[src/rtl/demux4_stream.sv]
// 1->4 stream demultiplexer. Each accepted word is routed by sel into a one-entry
// output register, and each channel keeps a saturating count of delivered words.
module demux4_stream #(
  parameter int WIDTH = 8,
  parameter int CNT_W = 8
) (
  input  logic               clk,
  input  logic               rst,
  input  logic [WIDTH-1:0]   d,
  input  logic [1:0]         sel,
  input  logic               d_valid,
  output logic               d_ready,
  output logic [WIDTH-1:0]   z0,
  output logic [WIDTH-1:0]   z1,
  output logic [WIDTH-1:0]   z2,
  output logic [WIDTH-1:0]   z3,
  output logic [3:0]         z_valid,
  input  logic [3:0]         z_ready,
  output logic [4*CNT_W-1:0] cnt
);

  localparam logic [CNT_W-1:0] CNT_MAX = '1;

  logic [3:0][WIDTH-1:0] z_q;
  logic [3:0]            take;
  logic [3:0]            load;
  logic                  acc;

  always_comb begin
    // NOTE: every variable written here gets a default first, so no path leaves one unassigned and no latch is inferred.
    load    = '0;
    // A full channel still accepts when its consumer drains it in the same cycle.
    d_ready = !rst && (!z_valid[sel] || z_ready[sel]);
    acc     = d_valid && d_ready;
    take    = z_valid & z_ready;
    if (acc) load[sel] = 1'b1;
  end

  // NOTE: state updates use non-blocking assignments so every register samples pre-edge values.
  always_ff @(posedge clk) begin
    if (rst) begin
      // NOTE: the data registers are reset as well, since z0..z3 must read 0 after reset.
      z_valid <= '0;
      z_q     <= '0;
      cnt     <= '0;
    end else begin
      for (int i = 0; i < 4; i++) begin
        if (load[i]) begin
          z_q[i]     <= d;
          z_valid[i] <= 1'b1;
        end else if (take[i]) begin
          z_valid[i] <= 1'b0;
        end
        if (take[i] && (cnt[i*CNT_W +: CNT_W] != CNT_MAX))
          cnt[i*CNT_W +: CNT_W] <= cnt[i*CNT_W +: CNT_W] + CNT_W'(1);
      end
    end
  end

  assign z0 = z_q[0];
  assign z1 = z_q[1];
  assign z2 = z_q[2];
  assign z3 = z_q[3];

endmodule
[config.mk]
export PLATFORM = sky130hd
export DESIGN_NAME = demux4_stream
export DESIGN_NICKNAME = d
export VERILOG_FILES = /design/src/rtl/demux4_stream.sv
export SDC_FILE = /design/constraint.sdc
export NUM_CORES = 1
export LEC_CHECK = 0
export BUFFER_PORTS_ARGS = -buffer_cell sky130_fd_sc_hd__buf_2
export CORE_UTILIZATION = 55
export CTS_CLUSTER_SIZE = 12
export DETAILED_ROUTE_END_ITERATION = 8
export PLACE_DENSITY = 0.9
export SYNTH_ARGS = -nofsm -noshare
export SYNTH_HDL_FRONTEND = slang
export SYNTH_SLANG_ARGS = --single-unit
export TNS_END_PERCENT = 100
[constraint.sdc]
create_clock -name clk -period 3.07 [get_ports clk]
set_input_delay 0.307 -clock clk [delete_from_list [all_inputs] [get_ports clk]]
set_output_delay 0.307 -clock clk [all_outputs]
set_load 0.005 [all_outputs]
==> results.sh <==
export IMPL_power_uw=1620
export IMPL_yosys_area_top_type_share_pct=47.26
export IMPL_n_fill_cell=380
export IMPL_rsz0062_at_grt="false"
export IMPL_clk_path_buf_depth=2
export IMPL_pre_cts_ws_ps=1016
export IMPL_clock_latency_ps=330
export IMPL_num_io_pins=86
export IMPL_setup_violations_final=0
export IMPL_yosys_area_share_simple_pct=20.85
export IMPL_synth_fa_ha_area_share_pct=1.738
export IMPL_period_needed_ps=1908
export IMPL_vias_per_cell=5.448
export IMPL_ant_nets=0
export IMPL_cts_resized=0
export IMPL_synth_compound_area_share_pct=9.383
export IMPL_dieWidth_um=74.37
export IMPL_synth_mux_area_share_pct=13.64
export IMPL_p_int_uw=1260
export IMPL_placementRows=25
export IMPL_power_switching_uw=359.8
export IMPL_synth_cell_types=44
export IMPL_seqCellArea_mm2=0.001361
export IMPL_holdPathStages=3
export IMPL_layout_common_cells="buf_2, dfxtp_1, nor2_1"
export IMPL_ctsHoldBuffers=0
export IMPL_comb_power_share_pct=5.2
export IMPL_gp_congestion=0.8023
export IMPL_final_common_cell="buf_2"
export IMPL_cp_startpoint="z_valid[0]$_SDFFE_PP0P_"
export IMPL_grt_max_degree=39
export IMPL_die_area_mm2=0.005530
export IMPL_route_vias_total=2495
export IMPL_drive_above_1_share_pct=27.62
export IMPL_fin_nets=408
export IMPL_cts_clk_slew_worst_paths_ps=70
export IMPL_grt_pass1_wl_mm=9.804
export IMPL_insertedDiodeCount=0
export IMPL_crit_type="reg -> out"
export IMPL_sw_frac_of_total_pct=22.21
export IMPL_cts_tree="done"
export IMPL_synth_area_leaders="dfxtp_1, mux2i_1, nor2_1, xnor2_1, xor2_1"
export IMPL_worst_slew_pin_slew_ps=656.9
export IMPL_drc=0
export IMPL_relSlewSlack_pct=56.21
export IMPL_period_share_pct=62.15
export IMPL_ys_ff_latch=68
export IMPL_post_cts_buffers=0
export IMPL_seq_area_frac_synth_pct=47.26
export IMPL_synth_async_reset_ratio_pct=0
export IMPL_ys_dominant_reg_cell="dfxtp_1"
export IMPL_hold_viol_final=0
export IMPL_numCtsBuffers=9
export IMPL_cts_htree_levels=3
export IMPL_worst_setup_path_end_kind="output port"
export IMPL_area_growth_pct=22.50
export IMPL_placedInstanceArea_mm2=0.003359
export IMPL_syn_avg_cell_area_um2=9.601
export IMPL_multi_input_area_mm2=0.001448
export IMPL_synth_xor_area_share_pct=4.257
export IMPL_clock_sink_count=68
export IMPL_syn_inst=300
export IMPL_synth_top_family_by_area="simple AND/OR/NAND/NOR gates"
export IMPL_drtIter0Drc=93
export IMPL_design_area_mm2=0.003528
export IMPL_p_per_area_mw_per_mm2=459.0
export IMPL_leakage_uw=0.001645
export IMPL_skew_ps=8.588
export IMPL_crit_fanout=6
export IMPL_synth_fp_nets=321
export IMPL_r2r_start="cnt[16]$_SDFFE_PP0P_"
export IMPL_fin_util_pct=72.31
export IMPL_min_from="d[1]"
export IMPL_worst_slack_ps=1162
export IMPL_holdCritPathClass="in -> reg"
export IMPL_drv_cap=0
export IMPL_grt_pass1_vias=2204
export IMPL_slew_violations=0
export IMPL_arrival_ps=1600
export IMPL_setup_tns_ps=0
export IMPL_ir_drop_uv=365.1
export IMPL_initial_core_util_pct=59.03
export IMPL_fmax_ghz=0.5241
export IMPL_hpwl_mm=4.466
export IMPL_worstPathRequired_ps=2760
export IMPL_startpoint_type="flip-flop"
export IMPL_wirelength_mm=6.276
export IMPL_syn_cell_area_mm2=0.002880
export IMPL_worst_r2r_path_depth=5
export IMPL_fp_coreArea_mm2=0.004880
export IMPL_yosys_warnings=0
export IMPL_antenna_found_initial=0
export IMPL_status="complete, no violations"
export IMPL_grt_usage_pct=23.26
export IMPL_drt_first_pass_iters=4
export IMPL_die_h_um=74.37
export IMPL_wl_per_cell_um=13.70
export IMPL_seqPwrFrac_pct=55.6
export IMPL_grt_overflow=0
export IMPL_clkPwrFrac_pct=39.2
export IMPL_synth_edf_count=0
export IMPL_portBuffers=85
export IMPL_root_buffer="clkbuf_8"
export IMPL_synth_top_cell_by_area="dfxtp_1"
## cells by family after synthesis
family	count (synthesis)
fa+ha+maj	4
xor+xnor	14
mux	38
compound gates	37
flops	68
buf+inv	17
simple gates	122
## Yosys cell counts (2+ instances only)
master     instances
o21bai_1           3
nand3_1            9
xnor2_1            8
a21oi_1            9
clkbuf_1           7
or4_1              2
mux2i_1           37
and3_1             6
a31oi_1            8
xor2_1             6
a211oi_1           4
o31ai_1            2
nor2b_1            4
nand4_1            5
nor4_1             2
a31o_1             2
o2111ai_1          2
nor2_1            61
dfxtp_1           68
o21ai_1            2
nand2_1           12
buf_2              3
or3_1              2
inv_1              5
buf_6              2
ha_1               4
nor3_1             5
nand2b_1           4
## state kept, by name, summed over array words and instances, names as in the netlist
name     count
z2           8
z0           8
z3           8
z_valid      4
cnt         32
z1           8
## worst max-delay path, stage by stage (launching register included)
cell and delay (ps):
dfxtp_1 360, nor2b_1 180, mux4_2 460, nor2_1 130, buf_2 140
## metrics by stage
step                hold slack, ps  cells
finish                       256.0    458
global route                 263.2    458
CTS                          252.3    458
global placement             469.3    443
floorplan                    450.9    300
detailed placement           478.3    443
## layout make-up
type	count	area share, %
multi-input cells	215	41.03
flip-flops and latches	68	38.58
repair buffers	88	12.70
clock buffers	13	4.504
well taps	67	2.376
inverters	5	0.5319
clock inverters	2	0.2837
## path summary, 6_finish.rpt
| path | endpoint | slack (ps) |
|---|---|---|
| setup / recovery | d_ready | 1160 |
| hold / removal | z0[1]$_SDFFE_PP0P_ | 260 |
| setup reg to reg | cnt[21]$_SDFFE_PP0P_ | 1340 |
| hold reg to reg | z1[0]$_SDFFE_PP0P_ | 490 |
## power by group through the flow
| stage | clock network (uW) | registers [uW] | logic [uW] |
|---|---|---|---|
| 6_report | 635 | 901 | 84.1 |
| 5_1_grt | 683 | 902 | 91.9 |
| 4_1_cts | 645 | 901 | 84.2 |
| 3_5_place_dp | 0 | 920 | 84.1 |
| 3_3_place_gp | 0 | 920 | 81.7 |
| 2_1_floorplan | 0 | 921 | 45.4 |
## routing by layer
metal	vias to the layer above	global-route usage, %	wire [um]
li1	1233	-	-
met1	1170	28.72	2845
met2	80	37.94	3021
met3	12	5.556	301
met4	0	11.74	108
met5	-	0	0
No activity file was read; power rests on OpenSTA's default activity.
